==> src/rtl/calc_pkg.sv <==
// calc_pkg: shared definitions for the calculator engine.
//   op_e      : operation codes carried on op_o (add, sub, mul, div)
//   state_e   : sequencer states
//   BTN_*     : bit positions of each key in the one-hot button level
//   btn_to_op : fixed-priority encode of key rising edges (add > sub > mul > div)
package calc_pkg;

  typedef enum logic [1:0] {
    OP_ADD = 2'd0,
    OP_SUB = 2'd1,
    OP_MUL = 2'd2,
    OP_DIV = 2'd3
  } op_e;

  typedef enum logic [1:0] {
    IDLE = 2'd0,
    CALC = 2'd1,
    DONE = 2'd2
  } state_e;

  localparam int BTN_ADD = 3;
  localparam int BTN_SUB = 2;
  localparam int BTN_MUL = 1;
  localparam int BTN_DIV = 0;

  // Several keys may rise in the same cycle; the highest-priority one wins.
  function automatic op_e btn_to_op(input logic [3:0] rise);
    op_e op;
    if (rise[BTN_ADD]) begin
      op = OP_ADD;
    end else if (rise[BTN_SUB]) begin
      op = OP_SUB;
    end else if (rise[BTN_MUL]) begin
      op = OP_MUL;
    end else begin
      op = OP_DIV;
    end
    return op;
  endfunction

endpackage

==> src/rtl/calc_muldiv_iter.sv <==
// calc_muldiv_iter: iterative unsigned multiplier / restoring divider.
// One result bit per cycle, WIDTH cycles per operation. Both modes share the
// same {hi, lo} register pair and bit counter:
//   mul: hi = partial product upper half, lo = multiplier shifting out
//   div: hi = partial remainder,          lo = dividend shifting into quotient
// Ports:
//   clk, rst   : clock, synchronous active-low reset
//   start_i    : load operands and begin (overrides any run in progress)
//   mode_i     : 0 = multiply, 1 = divide
//   a_i, b_i   : operands (div: a_i dividend, b_i divisor, b_i != 0)
//   done_o     : one-cycle pulse during the last iteration
//   res_o      : product or zero-extended quotient, valid while done_o
//   rem_o      : remainder (0 in multiply mode), valid while done_o
module calc_muldiv_iter
  import calc_pkg::*;
#(
  parameter int WIDTH = 8
) (
  input  logic               clk,
  input  logic               rst,
  input  logic               start_i,
  input  logic               mode_i,
  input  logic [WIDTH-1:0]   a_i,
  input  logic [WIDTH-1:0]   b_i,
  output logic               done_o,
  output logic [2*WIDTH-1:0] res_o,
  output logic [WIDTH-1:0]   rem_o
);

  localparam int CW = (WIDTH > 1) ? $clog2(WIDTH) : 1;

  logic             r_run;
  logic             r_mode;
  logic [CW-1:0]    r_cnt;
  logic [WIDTH-1:0] r_hi;
  logic [WIDTH-1:0] r_lo;
  logic [WIDTH-1:0] r_b;

  logic [WIDTH:0]   w_sum;
  logic [WIDTH:0]   w_shift;
  logic [WIDTH-1:0] w_diff;
  logic             w_ge;
  logic [WIDTH-1:0] w_hi_n;
  logic [WIDTH-1:0] w_lo_n;

  // Remainder stays below the divisor, so a non-negative trial difference
  // always fits in WIDTH bits and modular subtraction is exact.
  assign w_sum   = {1'b0, r_hi} + (r_lo[0] ? {1'b0, r_b} : {(WIDTH+1){1'b0}});
  assign w_shift = {r_hi, r_lo[WIDTH-1]};
  assign w_ge    = (w_shift >= {1'b0, r_b});
  assign w_diff  = w_shift[WIDTH-1:0] - r_b;

  // Next value of the shared hi/lo pair for one iteration of either mode.
  always_comb begin
    w_hi_n = r_hi;
    w_lo_n = r_lo;
    if (r_mode) begin
      w_hi_n = w_ge ? w_diff : w_shift[WIDTH-1:0];
      w_lo_n = {r_lo[WIDTH-2:0], w_ge};
    end else begin
      w_hi_n = w_sum[WIDTH:1];
      w_lo_n = {w_sum[0], r_lo[WIDTH-1:1]};
    end
  end

  // Final values are taken from the next-state terms so the caller can
  // capture them on the same edge as the last iteration.
  assign done_o = r_run && (r_cnt == CW'(WIDTH-1));
  assign res_o  = r_mode ? {{WIDTH{1'b0}}, w_lo_n} : {w_hi_n, w_lo_n};
  assign rem_o  = r_mode ? w_hi_n : {WIDTH{1'b0}};

  // Operand load and per-cycle iteration.
  always_ff @(posedge clk) begin
    if (!rst) begin
      r_run  <= 1'b0;
      r_mode <= 1'b0;
      r_cnt  <= {CW{1'b0}};
      r_hi   <= {WIDTH{1'b0}};
      r_lo   <= {WIDTH{1'b0}};
      r_b    <= {WIDTH{1'b0}};
    end else if (start_i) begin
      r_run  <= 1'b1;
      r_mode <= mode_i;
      r_cnt  <= {CW{1'b0}};
      r_hi   <= {WIDTH{1'b0}};
      r_lo   <= a_i;
      r_b    <= b_i;
    end else if (r_run) begin
      r_hi  <= w_hi_n;
      r_lo  <= w_lo_n;
      r_cnt <= r_cnt + CW'(1);
      if (done_o) begin
        r_run <= 1'b0;
      end
    end
  end

endmodule

==> src/rtl/calc_engine.sv <==
// calc_engine: key-edge operation sequencer with add/sub/mul/div ALU.
// A new rising key (one-hot level on btn_i) in IDLE or DONE captures a_i/b_i
// and starts an op; add/sub/div-by-zero finish in one CALC cycle, mul/div
// run WIDTH cycles in calc_muldiv_iter. Results update only on entry to DONE.
// Optional feature macro: CALC_OVF_EN adds ovf_o (add carry / product >= 2^WIDTH).
// Ports:
//   clk, rst  : clock, synchronous active-low reset
//   btn_i     : key level [3]=add [2]=sub [1]=mul [0]=div
//   a_i, b_i  : unsigned operands
//   busy_o    : computing
//   valid_o   : result registers hold a completed result
//   op_o      : op of held result
//   result_o  : sum / |difference| / product / quotient
//   rem_o     : division remainder, 0 otherwise
//   neg_o     : subtraction with A < B
//   div0_o    : division by zero
//   ovf_o     : (CALC_OVF_EN only) result wider than WIDTH bits
module calc_engine
  import calc_pkg::*;
#(
  parameter int WIDTH = 8
) (
  input  logic               clk,
  input  logic               rst,
  input  logic [3:0]         btn_i,
  input  logic [WIDTH-1:0]   a_i,
  input  logic [WIDTH-1:0]   b_i,
  output logic               busy_o,
  output logic               valid_o,
  output logic [1:0]         op_o,
  output logic [2*WIDTH-1:0] result_o,
  output logic [WIDTH-1:0]   rem_o,
  output logic               neg_o,
  output logic               div0_o
`ifdef CALC_OVF_EN
  ,
  output logic               ovf_o
`endif
);

  localparam int RW = 2 * WIDTH;

  state_e           r_state;
  state_e           w_state_nxt;
  logic [3:0]       r_btn_prev;
  op_e              r_op_lat;
  logic [WIDTH-1:0] r_a;
  logic [WIDTH-1:0] r_b;

  logic             r_busy;
  logic             r_valid;
  op_e              r_op;
  logic [RW-1:0]    r_result;
  logic [WIDTH-1:0] r_rem;
  logic             r_neg;
  logic             r_div0;

  logic [3:0]       w_rise;
  logic             w_start;
  op_e              w_new_op;
  logic             w_calc_done;
  logic [WIDTH:0]   w_sum;
  logic [RW-1:0]    w_result_n;
  logic [WIDTH-1:0] w_rem_n;
  logic             w_neg_n;
  logic             w_div0_n;

  logic             w_md_done;
  logic [RW-1:0]    w_md_res;
  logic [WIDTH-1:0] w_md_rem;

`ifdef CALC_OVF_EN
  logic             r_ovf;
  logic             w_ovf_n;
  assign ovf_o = r_ovf;
`endif

  // Edges arriving during CALC are consumed by btn_prev and thus dropped.
  assign w_rise   = btn_i & ~r_btn_prev;
  assign w_start  = (|w_rise) && ((r_state == IDLE) || (r_state == DONE));
  assign w_new_op = btn_to_op(w_rise);
  assign w_sum    = {1'b0, r_a} + {1'b0, r_b};

  calc_muldiv_iter #(.WIDTH(WIDTH)) u_muldiv (
    .clk     (clk),
    .rst     (rst),
    .start_i (w_start && ((w_new_op == OP_MUL) || (w_new_op == OP_DIV))),
    .mode_i  (w_new_op == OP_DIV),
    .a_i     (a_i),
    .b_i     (b_i),
    .done_o  (w_md_done),
    .res_o   (w_md_res),
    .rem_o   (w_md_rem)
  );

  // State register.
  always_ff @(posedge clk) begin
    if (!rst) begin
      r_state <= IDLE;
    end else begin
      r_state <= w_state_nxt;
    end
  end

  // Next-state logic.
  always_comb begin
    w_state_nxt = r_state;
    case (r_state)
      IDLE:    w_state_nxt = w_start ? CALC : IDLE;
      CALC:    w_state_nxt = w_calc_done ? DONE : CALC;
      DONE:    w_state_nxt = w_start ? CALC : DONE;
      default: w_state_nxt = IDLE;
    endcase
  end

  // Completion condition and result values for the op being computed.
  always_comb begin
    w_calc_done = 1'b0;
    w_result_n  = r_result;
    w_rem_n     = {WIDTH{1'b0}};
    w_neg_n     = 1'b0;
    w_div0_n    = 1'b0;
`ifdef CALC_OVF_EN
    w_ovf_n     = 1'b0;
`endif
    case (r_op_lat)
      OP_ADD: begin
        w_calc_done = 1'b1;
        w_result_n  = {{(RW-WIDTH-1){1'b0}}, w_sum};
`ifdef CALC_OVF_EN
        w_ovf_n     = w_sum[WIDTH];
`endif
      end
      OP_SUB: begin
        w_calc_done = 1'b1;
        if (r_a >= r_b) begin
          w_result_n = {{WIDTH{1'b0}}, r_a - r_b};
          w_neg_n    = 1'b0;
        end else begin
          w_result_n = {{WIDTH{1'b0}}, r_b - r_a};
          w_neg_n    = 1'b1;
        end
      end
      OP_MUL: begin
        w_calc_done = w_md_done;
        w_result_n  = w_md_res;
`ifdef CALC_OVF_EN
        w_ovf_n     = |w_md_res[RW-1:WIDTH];
`endif
      end
      OP_DIV: begin
        if (r_b == {WIDTH{1'b0}}) begin
          w_calc_done = 1'b1;
          w_result_n  = {RW{1'b0}};
          w_rem_n     = r_a;
          w_div0_n    = 1'b1;
        end else begin
          w_calc_done = w_md_done;
          w_result_n  = w_md_res;
          w_rem_n     = w_md_rem;
        end
      end
      default: begin
        w_calc_done = 1'b1;
      end
    endcase
  end

  // Operand capture, status registers and result registers.
  always_ff @(posedge clk) begin
    if (!rst) begin
      r_btn_prev <= 4'b1111;
      r_op_lat   <= OP_ADD;
      r_a        <= {WIDTH{1'b0}};
      r_b        <= {WIDTH{1'b0}};
      r_busy     <= 1'b0;
      r_valid    <= 1'b0;
      r_op       <= OP_ADD;
      r_result   <= {RW{1'b0}};
      r_rem      <= {WIDTH{1'b0}};
      r_neg      <= 1'b0;
      r_div0     <= 1'b0;
`ifdef CALC_OVF_EN
      r_ovf      <= 1'b0;
`endif
    end else begin
      r_btn_prev <= btn_i;
      r_busy     <= (w_state_nxt == CALC);
      r_valid    <= (w_state_nxt == DONE);
      if (w_start) begin
        r_a      <= a_i;
        r_b      <= b_i;
        r_op_lat <= w_new_op;
        r_neg    <= 1'b0;
        r_div0   <= 1'b0;
`ifdef CALC_OVF_EN
        r_ovf    <= 1'b0;
`endif
      end else if ((r_state == CALC) && w_calc_done) begin
        r_op     <= r_op_lat;
        r_result <= w_result_n;
        r_rem    <= w_rem_n;
        r_neg    <= w_neg_n;
        r_div0   <= w_div0_n;
`ifdef CALC_OVF_EN
        r_ovf    <= w_ovf_n;
`endif
      end
    end
  end

  assign busy_o   = r_busy;
  assign valid_o  = r_valid;
  assign op_o     = r_op;
  assign result_o = r_result;
  assign rem_o    = r_rem;
  assign neg_o    = r_neg;
  assign div0_o   = r_div0;

endmodule

==> config.mk <==
export PLATFORM = sky130hd
export DESIGN_NAME = calc_engine
export DESIGN_NICKNAME = d
export VERILOG_FILES = /design/src/rtl/calc_pkg.sv /design/src/rtl/calc_muldiv_iter.sv /design/src/rtl/calc_engine.sv
export SDC_FILE = /design/constraint.sdc
export NUM_CORES = 1
export LEC_CHECK = 0
export CORE_MARGIN = 2
export CORE_UTILIZATION = 53
export CTS_CLUSTER_DIAMETER = 80
export DETAILED_ROUTE_END_ITERATION = 10
export PLACE_DENSITY = 0.9
export SYNTH_ARGS = -nofsm -noshare
export SYNTH_HDL_FRONTEND = slang
export SYNTH_HIERARCHICAL = 1
export SYNTH_SLANG_ARGS = --single-unit
==> constraint.sdc <==
create_clock -name clk -period 2.35 [get_ports clk]
set_input_delay 0.47 -clock clk [delete_from_list [all_inputs] [get_ports clk]]
set_output_delay 0.47 -clock clk [all_outputs]
set_load 0.02 [all_outputs]
==> results.md <==
- The number of buffers inserted during clock tree synthesis is 9.
- At the pin with the least slew margin, the transition time is roughly 0.83 ns.
- STA classifies the critical path startpoint as a register.
- The library cell contributing the largest single delay on the critical path is sky130_fd_sc_hd__dfxtp_2.
- The category of the worst setup path capture point is a register.
- Of the available clock period, the critical path in the final layout requires 106%.
- The proportion of layout cells with a drive suffix above 1 is 25.8%.
- The worst hold path belongs to the class register to register.
- The depth of the worst register-to-register path is 14.
- The number of remaining DRC errors is 0.
- The number of fill cells in the layout is 662.
- Leaving out fill and tap cells, the most frequent cells in the layout are sky130_fd_sc_hd__buf_4, sky130_fd_sc_hd__nand2_1, sky130_fd_sc_hd__a21oi_1, sky130_fd_sc_hd__dfxtp_1, sky130_fd_sc_hd__nor2_1.
- The worst-case setup slack after placement is -0.214 ns.
- Setup slack on the critical path of the routed design comes to -0.134 ns.
- The final layout contains routed wiring with a total length of 19,400 microns.
- The final number of hold-violating endpoints is 0.
- The fraction of registers with async set/reset is 0%.
- The average instance in the mapped netlist occupies 8.01 sq um.
- Leaving out fill and tap cells, the most frequent cell in the layout is sky130_fd_sc_hd__buf_4.
- The final layout contains around 870 nets.
- The number of sinks on the clock net is 83.
- The CTS root buffer is sky130_fd_sc_hd__clkbuf_8.
- The fmax is 0.403 GHz.
- The final RePlAce weighted congestion is a little over 0.9.
- Input and output buffers added on the ports amount to 51.
- The worst clock skew is slightly below 0.008 ns.
- The overall die height is 105 microns.
- The power after layout is just under 5 mW.
- The warning count from the yosys run is 6.
- For the finished layout, the period the worst path requires is between 2 and 2.5 ns.
- The family with the most delay on the worst path is compound AO/OA/AOI/OAI gates.
- The number of antenna diodes is 0.
- The setup check on the worst reg-to-reg path leaves a slack of -0.13 ns.
- In this run the worst path has a maximum fanout of 5.
- The critical path crosses 14 cells after its start point.
- The TritonCTS clock tree is yes.
- The synthesized design devotes to its leading area cell type a little under a third of total area.
- The number of pins exceeding their max-slew limit in the final report is 0.
- 52 I/O pins were placed.
- The HPWL after detailed placement is between 10,000 and 15,000 microns.
- In the final routed layout, each cell accounts on average for about 21 microns.
- Yosys mapped a number of flops with a built-in enable equal to 0.
- In this run the static leakage power is slightly below 3 nW.
- The number of antenna violations at the first check in global routing is 0.
- The number of distinct standard cells referenced by the synthesized netlist is 70.
- The placeable core area is 10,100 sq um.
- After the flow finishes, the layout carries non-filler instances totaling around 940.
- The initialized floorplan defines 37 standard-cell rows.
- Global routing consumed, over all layers together, 31.8% of the routing resources.
- For this run, the detailed router's first-pass iteration total came to 8.
- Clock-pin slew was measured on the worst setup and hold paths at approximately 0.090 ns.
- The total area of multi-input combinational cells is around 3800 sq um.
- The number of nets in the synthesized netlist is approximately 750.
- The cell type contributing the most total cell area after synthesis is sky130_fd_sc_hd__dfxtp_1.
- The signal on the critical path passes through inv_2 -> ha_4 -> nor2b_4 -> a211oi_2 -> o21ai_1 -> a41oi_2 -> buf_4 -> clkbuf_16 -> mux2i_4 -> nor2_2 -> mux2i_1 -> nor3_1 -> a21oi_1 -> nor2_1.
- The number of levels in the clock H-tree is 3.
- The total of max-cap violations is 0.
- The remaining antenna violation count after routing is 0.
- The register bit total from synthesis is 83.
- For this block, the initial DRC count from the detailed router was ~760.
- The floorplan step defined a die boundary enclosing between 10,000 and 15,000 sq um.
- The ratio of routed vias to standard cells is 6.38.
- The effective utilization at floorplan is 53.7%.
- The wire length of the first global-routing pass is 28,400 microns.
- Ranked by total cell area, the synthesized netlist is headed by sky130_fd_sc_hd__dfxtp_1, sky130_fd_sc_hd__ha_1, sky130_fd_sc_hd__a21oi_1.
- The count of hold buffers inserted by post-cts repair is 0.
- The netlist area before placement is between 5000 and 6000 sq um.
- The cell count after synthesis is around 700.
- The total via count in the routed design is 6,010.
- Counting both buffers and inverters, the worst setup path holds a total of 3.
- The worst endpoint data arrival time is approximately 2.8 ns.
- The worst hold path passes through 2 cells.
- Measured against its own limit, the worst slew margin works out to between 40 and 50%.
- Setup repair after global routing could not meet its margin everywhere.
- In this run the power density over the cells is between 600 and 700 nW/um^2.
- Compared with the post-synthesis result, the final layout area differs by 34.0%.
- At the worst endpoint, the required time is 2.62 ns.
- Counting along the longest clock path gives a buffer depth of 2.
- The maximum number of pins on one net before global-route repair is 31.
- The final reports fail on setup timing.
- Setup violations remaining at the end of the flow were counted as 12.
- Clock latency on the worst-skew pair, taken at its later pin, is about 0.37 ns.
- The run finished, with violations left.
- On the worst path, the slowest cell contributes a delay of between 0.3 and 0.4 ns.
- The total overflow left after global routing is 0.
- The kind of critical path is register to register.
- The peak ir drop on the vdd network is between 600 and 700 uV.
- Setup total negative slack on the finished layout was measured at -0.899 ns.
- The area taken by flip-flops and latches is 1690 sq um.
- The sequential-to-total area share from yosys stat is 30.5%.
- The number of placed instances, taps included, is 913.
- The horizontal extent of the die is 105 microns.
- The most used flip-flop cell after synthesis is sky130_fd_sc_hd__dfxtp_1.
- The number of global-route vias before repair is roughly 5,600.
==> registers in the layout (all words and copies together) (netlist names), 2 cells and up <==
name / count
u_muldiv/r_hi: 8
r_b: 8
r_state: 2
u_muldiv/r_cnt: 3
op_o: 2
r_btn_prev: 4
r_op_lat: 2
result_o: 16
u_muldiv/r_b: 8
rem_o: 8
r_a: 8
u_muldiv/r_lo: 8
==> per-stage QoR <==
stage               instance area (sq um)  hold slack [ns]  utilization (%)
global placement                     6620            0.442             65.3
detailed placement                   6620            0.446             65.3
floorplan                            5450            0.465                -
finish                               7300            0.463             72.0
global route                         7300            0.479             72.0
CTS                                  7000            0.461             69.0
==> cells in the mapped netlist, types with 11 or more instances <==
library cell and instances:
sky130_fd_sc_hd__nor3_1 18, sky130_fd_sc_hd__a21oi_1 75, sky130_fd_sc_hd__ha_1 41, sky130_fd_sc_hd__nor2b_1 24, sky130_fd_sc_hd__nand3_1 15, sky130_fd_sc_hd__mux2i_1 28, sky130_fd_sc_hd__nand2b_1 12, sky130_fd_sc_hd__clkbuf_1 20
sky130_fd_sc_hd__nor2_1 64, sky130_fd_sc_hd__o21ai_0 17, sky130_fd_sc_hd__and2_1 12, sky130_fd_sc_hd__xnor2_1 11, sky130_fd_sc_hd__inv_1 41, sky130_fd_sc_hd__dfxtp_1 83, sky130_fd_sc_hd__nand2_1 69
==> worst reg2reg max path, cell delays in order (launching register included) <==
cell	delay, ns
sky130_fd_sc_hd__dfxtp_2	0.36
sky130_fd_sc_hd__inv_2	0.06
sky130_fd_sc_hd__ha_4	0.21
sky130_fd_sc_hd__nor2b_4	0.13
sky130_fd_sc_hd__a211oi_2	0.22
sky130_fd_sc_hd__o21ai_1	0.10
sky130_fd_sc_hd__a41oi_2	0.22
sky130_fd_sc_hd__buf_4	0.17
sky130_fd_sc_hd__clkbuf_16	0.15
sky130_fd_sc_hd__mux2i_4	0.22
sky130_fd_sc_hd__nor2_2	0.07
sky130_fd_sc_hd__mux2i_1	0.19
sky130_fd_sc_hd__nor3_1	0.09
sky130_fd_sc_hd__a21oi_1	0.14
sky130_fd_sc_hd__nor2_1	0.06
==> kinds of logic (layout without fill, tap and decap cells) <==
kind of cell / Yosys count / count (layout) / synth area share, %
AO/OA/AOI/OAI: 176 / 176 / 21.7
XOR/XNOR: 19 / 19 / 3.05
adder cells (fa/ha/maj): 46 / 46 / 11.3
buffers and inverters: 80 / 206 / 5.95
flip-flops: 83 / 83 / 30.5
multiplexers: 34 / 34 / 6.38
AND/OR/NAND/NOR: 242 / 242 / 21.2
==> power by group <==
| part | switching [mW] | leakage (nW) | internal (mW) |
|---|---|---|---|
| clock network | 0.599 | 0.0995 | 0.530 |
| logic | 1.16 | 2.17 | 0.985 |
| registers | 0.111 | 0.685 | 1.51 |
==> layer usage <==
metal | share of wire [%] | GRT usage, %
met4 | 5.9 | 16.7
met3 | 9.4 | 4.64
met5 | 0 | 0
met1 | 38 | 39.1
met2 | 47 | 53.8
==> timing repair <==
action,4_1_cts,5_1_grt
buffers inserted,5,8
setup endpoints to repair,21,38
cloned,1,0
endpoints found under the hold margin,0,0
pin swaps,14,21
resized for setup,33,61
==> area by class of cell <==
class	count	share of cell area, %
repair buffers	147	17.2
well taps	136	2.33
multi-input cells	517	52.2
flip-flops and latches	83	23.1
clock inverters	6	0.977
clock buffers	10	1.89
inverters	43	2.21
==> worst paths after layout <==
path / end / start
worst min register to register: result_o[14] / result_o[14]
worst max register to register: rem_o[1] / u_muldiv/r_b[1]
worst max-delay path: rem_o[1] / u_muldiv/r_b[1]
worst min-delay path: result_o[14] / result_o[14]
Power figures use the tool's default switching activity.
